--- config.mk ---
export PLATFORM = sky130hd
export DESIGN_NAME = serial_subtractor
export DESIGN_NICKNAME = d
export VERILOG_FILES = /design/src/rtl/serial_subtractor.sv
export SDC_FILE = /design/constraint.sdc
export NUM_CORES = 1
export LEC_CHECK = 0
export ABC_AREA = 1
export CAP_MARGIN = 10
export CORE_AREA = 2 2 48 83
export DETAILED_ROUTE_END_ITERATION = 8
export DIE_AREA = 0 0 50 85
export GPL_TIMING_DRIVEN = 0
export PLACE_DENSITY = 0.78
export SYNTH_ARGS = -nofsm -noshare
export SYNTH_HDL_FRONTEND = slang
export SYNTH_SLANG_ARGS = --single-unit
--- constraint.sdc ---
create_clock -name clk -period 3.16 [get_ports clk]
set_input_delay 0.79 -clock clk [delete_from_list [all_inputs] [get_ports clk]]
set_output_delay 0.79 -clock clk [all_outputs]
set_load 0.005 [all_outputs]
--- src/rtl/serial_subtractor.sv ---
// ============================================================================
//  Module   : serial_subtractor
//  Purpose  : Bit-serial N-bit subtractor z = a - b, LSB first, one bit/clock
//  Revision : 1.0  initial release
// ============================================================================
`default_nettype none

module serial_subtractor #(
    parameter int N = 8
) (
    input  logic         clk,
    input  logic         rst,
    input  logic         start,
    input  logic [N-1:0] a,
    input  logic [N-1:0] b,
    output logic         busy,
    output logic         done,
    output logic [N-1:0] z,
    output logic         rout,
    output logic         ovf
);

    localparam int CW = $clog2(N);

    localparam logic [1:0] c_idle = 2'd0;
    localparam logic [1:0] c_run  = 2'd1;
    localparam logic [1:0] c_done = 2'd2;

    localparam logic [CW-1:0] c_last = CW'(N - 1);

    logic [1:0]    r_state;
    logic [N-1:0]  r_a_sh;
    logic [N-1:0]  r_b_sh;
    logic [N-1:0]  r_res;
    logic [CW-1:0] r_cnt;
    logic          r_carry;
    logic          r_a_msb;
    logic          r_b_msb;
    logic [N-1:0]  r_z;
    logic          r_rout;
    logic          r_ovf;

    logic          w_nb;
    logic          w_p;
    logic          w_s;
    logic          w_c;
    logic [N-1:0]  w_res_next;
    logic          w_last;

    // One full-adder cell computing a + ~b + carry; carry is preset to 1.
    assign w_nb       = ~r_b_sh[0];
    assign w_p        = r_a_sh[0] ^ w_nb;
    assign w_s        = w_p ^ r_carry;
    assign w_c        = (r_a_sh[0] & w_nb) | (r_carry & w_p);
    assign w_res_next = {w_s, r_res[N-1:1]};
    assign w_last     = (r_cnt == c_last);

    always_ff @(posedge clk) begin
        if (rst) begin
            r_state <= c_idle;
            r_a_sh  <= '0;
            r_b_sh  <= '0;
            r_res   <= '0;
            r_cnt   <= '0;
            r_carry <= 1'b0;
            r_a_msb <= 1'b0;
            r_b_msb <= 1'b0;
            r_z     <= '0;
            r_rout  <= 1'b0;
            r_ovf   <= 1'b0;
        end else begin
            case (r_state)
                c_idle, c_done: begin
                    if (start) begin
                        r_a_sh  <= a;
                        r_b_sh  <= b;
                        r_a_msb <= a[N-1];
                        r_b_msb <= b[N-1];
                        r_carry <= 1'b1;
                        r_cnt   <= '0;
                        r_state <= c_run;
                    end else begin
                        r_state <= c_idle;
                    end
                end
                c_run: begin
                    r_a_sh  <= {1'b0, r_a_sh[N-1:1]};
                    r_b_sh  <= {1'b0, r_b_sh[N-1:1]};
                    r_res   <= w_res_next;
                    r_carry <= w_c;
                    r_cnt   <= r_cnt + 1'b1;
                    if (w_last) begin
                        // The final sum bit is the result MSB, so overflow uses w_s directly.
                        r_z     <= w_res_next;
                        r_rout  <= ~w_c;
                        r_ovf   <= (r_a_msb != r_b_msb) && (w_s != r_a_msb);
                        r_state <= c_done;
                    end
                end
                default: r_state <= c_idle;
            endcase
        end
    end

    assign busy = (r_state == c_run);
    assign done = (r_state == c_done);
    assign z    = r_z;
    assign rout = r_rout;
    assign ovf  = r_ovf;

endmodule

`default_nettype wire

# --- After elaboration in Yosys (flattened, before gate mapping) ---
# Cells that the tools add are included.
totals:
  wordCells: 44
  ff_bits: 42
  out_inout_bits: 12
  inputBits: 19
classes:
  reduce_logical: 7
  n_eq_ne: 7
  add_sub_neg: 1
  n_mux: 11
  bitwise: 7
ops:
  columns: ["cell", "count"]
  rows:
  - ["8-bit one-hot mux with 2 select lines", 2]
  - ["8-bit 2-to-1 mux", 2]
  - ["3-bit one-hot mux with 2 select lines", 1]
  - ["2-bit AND reduction", 3]
  - ["2-bit one-hot mux with 2 select lines", 1]
  - ["3-bit by 1-bit adder with 3-bit output, second input constant", 1]
  - ["3-bit equality test, second input constant", 1]
  - ["3-bit 2-to-1 mux", 1]
  - ["1-bit bitwise AND", 2]
  - ["2-bit by 1-bit equality test with 1-bit output, second input constant", 1]
  - ["2-bit equality test, second input constant", 1]
  - ["2-bit zero test", 1]
  - ["1-bit 2-to-1 mux", 2]
  - ["2-bit 2-to-1 mux", 1]
  - ["1-bit inequality test", 2]
  - ["2-bit by 1-bit inequality test with 1-bit output, second input constant", 1]
  - ["2-bit inequality test, second input constant", 1]
  - ["1-bit NOT", 2]
  - ["1-bit one-hot mux with 2 select lines", 1]
  - ["2-bit nonzero test", 1]
  - ["2-bit OR reduction", 1]
  - ["1-bit bitwise XOR", 2]
  - ["1-bit logical AND", 1]
  - ["1-bit bitwise OR", 1]

# --- Logic depth before layout (Yosys ltp) ---
# Gate-level depths: netlist of the first run.
logic_depth:
  ltp_word: 5
  mapped_depth: 7
  mapped_depth_nobuf: 7

# --- Worst setup path before layout of the first run ---
# Ideal clock, no wire load.
synth_path:
  kind: "register -> output"
  start: "register r_state[0]"
  end: "output busy"
  required_ns: 2.370
  path_buffers: 2
  path_slack_ns: 1.630
  path_stages_with_launch: 5
  arrival_ns: 0.740
  cell_sequence: "dfxtp_1 > buf_6 > inv_4 > nor2_4 > buf_4"
synth_between:
  elab_chain_cells: 1
synth_lines:
  columns: ["item", "line_no", "text"]
  rows:
  - ["start, declared", "31", "logic [1:0] r_state;"]
  - ["start signal, assigned", "60", "r_state <= c_idle;"]
  - ["start signal, assigned", "81", "r_state <= c_run;"]
  - ["start signal, assigned", "83", "r_state <= c_idle;"]
  - ["2-bit by 1-bit equality test with 1-bit output", "105", "assign busy = (r_state == c_run);"]
  - ["end, declared", "16", "output logic busy,"]
# Every way passes these cells.

# --- Final worst setup path of the first run ---
# Same ends and word-level chain as after synthesis.

==> results of run 1 <==
path summary, 6_finish.rpt:
check,start,to,cells past startpoint
setup reg to reg,r_cnt[0],z[2],6
hold / removal,z[5],z[5],2
setup / recovery,r_state[0],busy,5
hold reg to reg,z[5],z[5],2
worst min-delay path, cell delays in order (launching register included):
cell and delay [ps]:
dfxtp_1 310, nand2_1 60, a21oi_1 50
synthesized netlist by cell type, drive strengths merged:
master,count
nand3b,2
a21oi,17
nor2,29
fa,1
inv,39
ha,2
nand3,36
o21ai,12
dfxtp,41
nor3,14
buf,15
nand2,53
registers in the layout (all words and copies together), names as in the netlist:
register,cells
r_a_sh,8
r_b_sh,8
r_carry,1
r_state,2
r_a_msb,1
r_res,7
rout,1
ovf,1
r_cnt,3
r_b_msb,1
z,8
cell families after synthesis:
| kind of cell | share of synthesized area (%) |
|---|---|
| DFF | 42.7 |
| adders and majority gates | 2.34 |
| buffers and inverters | 14.6 |
| AOI/OAI and AO/OA | 8.33 |
| and+or+nand+nor | 32.0 |
metal layers:
layer | track usage, % | vias to the layer above
met3 | 4.23 | 7
met4 | 7.58 | 0
met1 | 23.7 | 761
met5 | 0 | -
li1 | - | 894
met2 | 37.2 | 35
final cells by class:
cell class                      count  area (um2)  area share [%]
Timing Repair Buffer               30         300            12.6
Inverter                           39         151            6.33
Clock inverter                      3        43.8            1.83
Clock buffer                        5        68.8            2.88
Multi-Input combinational cell    166         821            34.3
Buffer                             15         129            5.39
Sequential cell                    41         821            34.3
Tap cell                           46        57.6            2.41
power breakdown:
group          internal (mW)  switching [mW]
clock network          0.237           0.193
logic                 0.0904           0.110
registers              0.552          0.0160
through the flow:
stage	worst slack (ps)	utilization [%]	instance area (um2)	total power, mW	instances
6_report	707	66.6	2390	1.20	345
5_1_grt	647	66.6	2390	1.26	345
4_1_cts	703	66.6	2390	1.21	345
3_5_place_dp	972	63.5	2280	0.780	337
3_3_place_gp	988	63.5	2280	0.776	337
2_1_floorplan	1630	-	1920	0.721	261
==> flow_summary.json, run 1 <==
{
  "rsz0062_at_grt": "no",
  "die_area_mm2": 0.00425,
  "yosys_warnings": 0,
  "layout_commonest_cell": "nand2_1",
  "fin_setup_tns_ps": 0,
  "hold_class": "reg -> reg",
  "firstDrtPassIters": 4,
  "clockRootBuffer": "clkbuf_8",
  "post-route-min-period_ps": 2450,
  "diodes": 0,
  "die_x_um": 50,
  "netlist_instances": 261,
  "finalSetupViolations": 0,
  "irDropWorstVdd_v": 0.000378,
  "tightest_slew_ps": 541,
  "yosys.area.top_type": "dfxtp_1",
  "synthTopCellsByArea": "dfxtp_1 43%, nand2_1 10%, nand3_1 8.3%",
  "cts_tree": "yes",
  "crit_chain": "buf_6 -> inv_4 -> nor2_4 -> buf_4 -> clkdlybuf4s50_1",
  "synth_fp_nets": 283,
  "crit_path_start_kind": "flip-flop",
  "critPathMaxStageDelay_ps": 510,
  "grt_pass1_wl_um": 6890,
  "grt.overflow.total": 0,
  "fmax_ghz": 0.408,
  "start_util_pct": 53.5,
  "vias_per_cell": 4.92,
  "clockBufferDepth": 2,
  "fin_crit_sh_pct": 77.6,
  "syn_area_per_cell_um2": 7.36,
  "critPathMaxFanout": 10,
  "route.detailed.drc": 0,
  "cp_top_family": "buffers and inverters",
  "wl_per_cell_um": 11.6,
  "hold_ws_ps": 467,
  "outcome": "finished, final reports clean",
  "required_ps": 2370,
  "postCtsHoldBufs": 0,
  "synth.distinct_cells": 23,
  "io_buffers": 30,
  "syn_to_final_growth_pct": 24.5,
  "ctsResizeCount": 0,
  "drv_slew": 0,
  "top_level_ports": 31,
  "syn_area_mm2": 0.00192,
  "route.met3.wl_um": 153,
  "core_mm2": 0.00359,
  "groute.usage.overall_pct": 20.8,
  "rrSetupSlack_ps": 1800,
  "dp_hpwl_um": 2900,
  "power.density_mw_per_mm2": 501,
  "wl_met1_um": 1710,
  "grt_max_degree": 15,
  "postCtsSetupBuffers": 0,
  "drtIter0Drc": 28,
  "yosysTopAreaCellShare_pct": 42.7,
  "numClockSinks": 41,
  "crit_slowest_cell": "clkdlybuf4s50_1",
  "vias": 1697,
  "insertion_delay_ps": 300,
  "grt_antenna_before_repair": 0,
  "route.met2.wl_um": 2070,
  "path_clk_slew_ps": 80,
  "mostFrequentLayoutCells": "51 x nand2_1, 41 x dfxtp_1, 35 x inv_1",
  "drv_cap": 0,
  "cp.arrival_ps": 1660,
  "fillers": 312,
  "antenna_left": 0,
  "finalClockSkew_ps": 10.3,
  "worstSetupPathType": "reg -> out",
  "fin_nets": 320,
  "top_layer": "met4",
  "p_leak_nw": 1.07,
  "htree_levels": 2,
  "totalWireLength_um": 4000,
  "grt_pass1_vias": 1564,
  "crit_buf_inv": 4,
  "ys_ff_latch": 41,
  "rows": 29,
  "slew_headroom_pct": 64.0,
  "final_hold_viol_count": 0,
  "numCtsBuffers": 5,
  "cp-end-kind": "output port",
  "drive_gt1_share_pct": 12.4,
  "fp.dieH_um": 85,
  "yosysSeqAreaShare_pct": 42.7,
  "place.gp.congestion": 0.809
}
No activity file was read; power rests on OpenSTA's default activity.
==> run 2: changes to the inputs <==
--- a/config.mk
+++ b/config.mk
@@ -7,11 +7,11 @@
 export LEC_CHECK = 0
 export ABC_AREA = 1
 export CAP_MARGIN = 10
-export CORE_AREA = 2 2 48 83
+export CORE_AREA = 2 2 52 90
 export DETAILED_ROUTE_END_ITERATION = 8
-export DIE_AREA = 0 0 50 85
+export DIE_AREA = 0 0 54 92
 export GPL_TIMING_DRIVEN = 0
-export PLACE_DENSITY = 0.78
+export PLACE_DENSITY = 0.7
 export SYNTH_ARGS = -nofsm -noshare
 export SYNTH_HDL_FRONTEND = slang
 export SYNTH_SLANG_ARGS = --single-unit
==> constraint.sdc (replaced) <==
create_clock -name clk -period 2.1 [get_ports clk]
set_input_delay 0.525 -clock clk [delete_from_list [all_inputs] [get_ports clk]]
set_output_delay 0.525 -clock clk [all_outputs]
set_load 0.005 [all_outputs]
==> run 2 against run 1 <==
Sequential share of layout area down 0.23 points. Die area up 17%. Non-clock buffer count up 4. Largest power group unchanged.
==> flow_summary.json, run 2 (same netlist as run 1, synthesis figures left out) <==
{
  "outcome": "finished, final reports clean",
  "p_sw_mw": 0.487,
  "drive_gt1_share_pct": 13.9,
  "finalNonFillerCells": 354,
  "grt_pass1_vias": 1569,
  "finalSetupViolations": 0,
  "critPathMaxStageDelay_ps": 490,
  "fmax_ghz": 0.493,
  "fin_setup_tns_ps": 0,
  "layout_commonest_cell": "nand2_1",
  "worstSetupPathType": "reg -> out",
  "slew_headroom_pct": 63.4,
  "firstDrtPassIters": 4,
  "pwr-share-comb_pct": 18.7,
  "core_mm2": 0.00432,
  "design_power_total_mw": 1.69,
  "clockPowerShare_pct": 30.9,
  "rsz0062_at_grt": "no",
  "fp.dieH_um": 92,
  "utilization_pct": 55.8,
  "totalWireLength_um": 4210,
  "numCtsBuffers": 5,
  "grt_max_degree": 14,
  "p_leak_nw": 1.10,
  "wl_per_cell_um": 11.9,
  "clockRootBuffer": "clkbuf_8",
  "fin_crit_sh_pct": 96.6,
  "antenna_left": 0,
  "grt_pass1_wl_um": 6970,
  "dp_hpwl_um": 2970,
  "critPathMaxFanout": 5,
  "vias_per_cell": 4.88,
  "fin_nets": 324,
  "diodes": 0,
  "finalClockSkew_ps": 7.99,
  "setup_slack_ps": 71.8,
  "cp-end-kind": "output port",
  "drv_cap": 0,
  "syn_to_final_growth_pct": 25.5,
  "groute.usage.overall_pct": 19.2,
  "place.gp.congestion": 0.756,
  "die_x_um": 54,
  "route.detailed.drc": 0,
  "pre_cts_ws_ps": 165,
  "crit_path_frequent_cell": "buf_6",
  "tightest_slew_ps": 550,
  "crit_slowest_cell": "clkdlybuf4s50_1",
  "pwr-share-seq_pct": 50.4,
  "crit_chain": "buf_6 -> inv_4 -> nor2_4 -> buf_6 -> clkdlybuf4s50_1",
  "final_hold_viol_count": 0,
  "mostFrequentLayoutCells": "51 x nand2_1, 40 x dfxtp_1, 35 x inv_1",
  "io_buffers": 30,
  "drtIter0Drc": 31,
  "vias": 1727,
  "path_clk_slew_ps": 90,
  "post-route-min-period_ps": 2030,
  "grt.overflow.total": 0,
  "top_level_ports": 31,
  "numClockSinks": 41,
  "swShare_pct": 28.8,
  "start_util_pct": 44.4,
  "placed_cells": 342,
  "insertion_delay_ps": 300,
  "fillers": 425,
  "clockBufferDepth": 2,
  "htree_levels": 2,
  "drv_slew": 0,
  "grt_antenna_before_repair": 0,
  "crit_path_start_kind": "flip-flop",
  "die_area_mm2": 0.00497,
  "rows": 32,
  "cp.arrival_ps": 1500,
  "irDropWorstVdd_v": 0.000512,
  "cts_tree": "yes",
  "required_ps": 1570,
  "p_int_mw": 1.21,
  "power.density_mw_per_mm2": 702,
  "hold_class": "reg -> reg"
}
[run 2: critical path, delay by kind of cell (launching register included)]
kind	cells	cell delay [ps]
and+or+nand+nor	1	110
buffers and inverters	4	770
DFF	1	330
[run 2: area by class of cell]
| type | count | area [um2] | area share [%] |
|---|---|---|---|
| clock buffers | 5 | 68.8 | 2.85 |
| plain buffers | 15 | 135 | 5.60 |
| clock inverters | 3 | 17.5 | 0.726 |
| inverters | 39 | 151 | 6.28 |
| well taps | 51 | 63.8 | 2.65 |
| flip-flops and latches | 41 | 822 | 34.1 |
| repair buffers | 34 | 333 | 13.8 |
| multi-input cells | 166 | 821 | 34.0 |
[run 2: power groups by stage]
stage | registers, mW | clock network [mW] | logic (mW)
floorplan | 0.865 | 0 | 0.219
detailed placement | 0.872 | 0 | 0.304
finish | 0.853 | 0.524 | 0.316
CTS | 0.853 | 0.529 | 0.313
global route | 0.859 | 0.562 | 0.360
global placement | 0.870 | 0 | 0.301
[run 2: routing by layer]
| layer | track usage, % | vias up | wire (um) |
|---|---|---|---|
| met1 | 22.4 | 787 | 1790 |
| met3 | 4.40 | 6 | 169 |
| met5 | 0 | - | 0 |
| met4 | 8.13 | 0 | 78 |
| li1 | - | 905 | - |
| met2 | 32.1 | 29 | 2170 |
[run 2: stage by stage]
stage                     instance area (um2)  hold WS [ps]
after floorplan                          1920           428
after global placement                   2290           452
after detailed placement                 2290           460
after CTS                                2390           472
after global routing                     2410           483
final                                    2410           468
[run 2: repair_timing]
item,CTS,global route
pin swaps,1,0
setup buffers,2,2
endpoints found under the setup margin,2,2
hold endpoints to repair,0,0
hold buffers,0,0
gates cloned,0,0
resized for setup,2,2
[run 2: final timing paths]
| check | to | slack (ps) | depth (start not counted) | from |
|---|---|---|---|---|
| hold reg to reg | z[1] | 470 | 2 | z[1] |
| setup reg to reg | ovf | 740 | 7 | r_b_sh[0] |
| setup / recovery | busy | 70 | 5 | r_state[0] |
| hold / removal | z[1] | 470 | 2 | z[1] |
==> run 3: changes to the inputs <==
--- a/config.mk
+++ b/config.mk
@@ -7,11 +7,11 @@
 export LEC_CHECK = 0
 export ABC_AREA = 1
 export CAP_MARGIN = 10
-export CORE_AREA = 2 2 52 90
+export CORE_AREA = 2 2 67 69
 export DETAILED_ROUTE_END_ITERATION = 8
-export DIE_AREA = 0 0 54 92
+export DIE_AREA = 0 0 69 71
 export GPL_TIMING_DRIVEN = 0
-export PLACE_DENSITY = 0.7
+export PLACE_DENSITY = 0.71
 export SYNTH_ARGS = -nofsm -noshare
 export SYNTH_HDL_FRONTEND = slang
 export SYNTH_SLANG_ARGS = --single-unit
==> run 3 against run 2 <==
Hold slack got worse by 2.4 ps. Critical endpoint unchanged. Largest power group unchanged. Largest cell class unchanged. Fmax decreased by 1.5%. Clock power increased by 18%. Critical path type unchanged. Setup slack got worse by 32 ps.
==> flow_summary.json, run 3 (same netlist as run 1, synthesis figures left out) <==
{
  "grt_pass1_vias": 1529,
  "outcome": "finished, final reports clean",
  "irDropWorstVdd_v": 0.000364,
  "placed_cells": 343,
  "route.detailed.drc": 0,
  "die_area_mm2": 0.00490,
  "pwr-share-seq_pct": 47.7,
  "tightest_slew_ps": 544,
  "swShare_pct": 26.1,
  "clockBufferDepth": 2,
  "rows": 24,
  "insertion_delay_ps": 290,
  "finalSetupViolations": 0,
  "clockRootBuffer": "clkbuf_8",
  "post-route-min-period_ps": 2060,
  "fp.dieH_um": 71,
  "p_sw_mw": 0.467,
  "p_leak_nw": 1.09,
  "grt_antenna_before_repair": 0,
  "path_clk_slew_ps": 80,
  "postCtsHoldBufs": 0,
  "layout_commonest_cell": "nand2_1",
  "drv_cap": 0,
  "htree_levels": 2,
  "fin_nets": 324,
  "start_util_pct": 45.7,
  "numCtsBuffers": 5,
  "crit_path_start_kind": "flip-flop",
  "critPathMaxFanout": 4,
  "cts_tree": "yes",
  "pwr-share-comb_pct": 17.9,
  "fin_setup_tns_ps": 0,
  "numClockSinks": 41,
  "grt.overflow.total": 0,
  "final_hold_viol_count": 0,
  "cp.arrival_ps": 1530,
  "finalNonFillerCells": 354,
  "io_buffers": 30,
  "crit_slowest_cell": "clkdlybuf4s50_1",
  "cp_top_family": "buffers and inverters",
  "core_mm2": 0.00420,
  "place_area_mm2": 0.00229,
  "rsz0062_at_grt": "no",
  "firstDrtPassIters": 4,
  "vias_per_cell": 4.86,
  "top_level_ports": 31,
  "diodes": 0,
  "crit_buf_inv": 4,
  "drv_slew": 0,
  "slew_headroom_pct": 63.7,
  "place.gp.congestion": 0.791,
  "hold_class": "reg -> reg",
  "grt_max_degree": 13,
  "dp_hpwl_um": 2790,
  "drive_gt1_share_pct": 13.9,
  "syn_to_final_growth_pct": 26.3,
  "hold_ws_ps": 466,
  "drtIter0Drc": 179,
  "groute.usage.overall_pct": 17.8,
  "mostFrequentLayoutCells": "51 x nand2_1, 39 x dfxtp_1, 35 x inv_1",
  "grt_pass1_wl_um": 7000,
  "die_x_um": 69,
  "fin_crit_sh_pct": 98.1,
  "clockPowerShare_pct": 34.5,
  "wl_per_cell_um": 11.8,
  "design_power_total_mw": 1.79,
  "crit_path_frequent_cell": "buf_6",
  "fmax_ghz": 0.486,
  "critPathMaxStageDelay_ps": 490,
  "p_int_mw": 1.32,
  "power.density_mw_per_mm2": 737,
  "final_cell_area_mm2": 0.00243,
  "worstSetupPathType": "reg -> out",
  "antenna_left": 0,
  "finalClockSkew_ps": 5.78,
  "required_ps": 1570,
  "vias": 1720,
  "totalWireLength_um": 4190,
  "cp-end-kind": "output port",
  "crit_chain": "buf_6 -> inv_4 -> nor2_4 -> buf_6 -> clkdlybuf4s50_1"
}
## run 3: cell count changes in the layout (fill, tap and decap cells not counted)
cell / delta
buf_2: +1
bufinv_16: +1
clkbuf_4: -1
clkdlybuf4s50_1: +1
clkinv_2: -1
clkinvlp_4: -1
dfxtp_1: -1
dfxtp_2: +1
dlymetal6s2s_1: -1
## run 3: area by class of cell
type	instances	area (um2)
plain buffers	15	133
clock buffers	5	68.8
clock inverters	2	35.0
fillers	400	1780
inverters	39	151
multi-input cells	166	821
flip-flops and latches	41	823
well taps	52	65.1
repair buffers	34	330
## run 3: worst register-to-register path: stages (launching register included)
cell	delay, ps
dfxtp_1	310
inv_1	70
fa_1	600
nor2_1	70
nand2_1	60
nand3_1	80
nand2_1	80
inv_1	30
## run 3: metrics by stage
step	worst slack [ps]	utilization [%]
floorplan	835	-
global placement	222	54.4
detailed placement	213	54.4
CTS	5.89	57.2
global route	4.52	57.7
finish	40.3	57.7
## run 3: worst paths after layout
kind                   start  slack (ps)   end  cells past startpoint
setup / recovery  r_state[0]          40  busy                      5
hold / removal          z[5]         470  z[5]                      2
setup reg to reg   r_b_sh[0]         720   ovf                      7
hold reg to reg         z[5]         470  z[5]                      2
## run 3: layer usage
| layer | global-route usage [%] | vias to the layer above | part of all wire [%] |
|---|---|---|---|
| met2 | 27.9 | 41 | 47 |
| met3 | 4.70 | 4 | 5.3 |
| met5 | 0 | - | 0 |
| met1 | 23.7 | 775 | 47 |
| li1 | - | 900 | - |
| met4 | 6.54 | 0 | 1.3 |
## run 3: repair_timing
action	4_1_cts	5_1_grt
cloned	0	0
pin swaps	0	1
gates resized for setup	2	1
buffers inserted	1	3
endpoints found under the setup margin	2	2
## run 3: power groups by stage
stage          registers (mW)  clock network, mW  logic [mW]
6_report                0.853              0.616       0.319
5_1_grt                 0.859              0.667       0.360
4_1_cts                 0.852              0.628       0.311
3_5_place_dp            0.870                  0       0.305
3_3_place_gp            0.869                  0       0.301
2_1_floorplan           0.865                  0       0.219
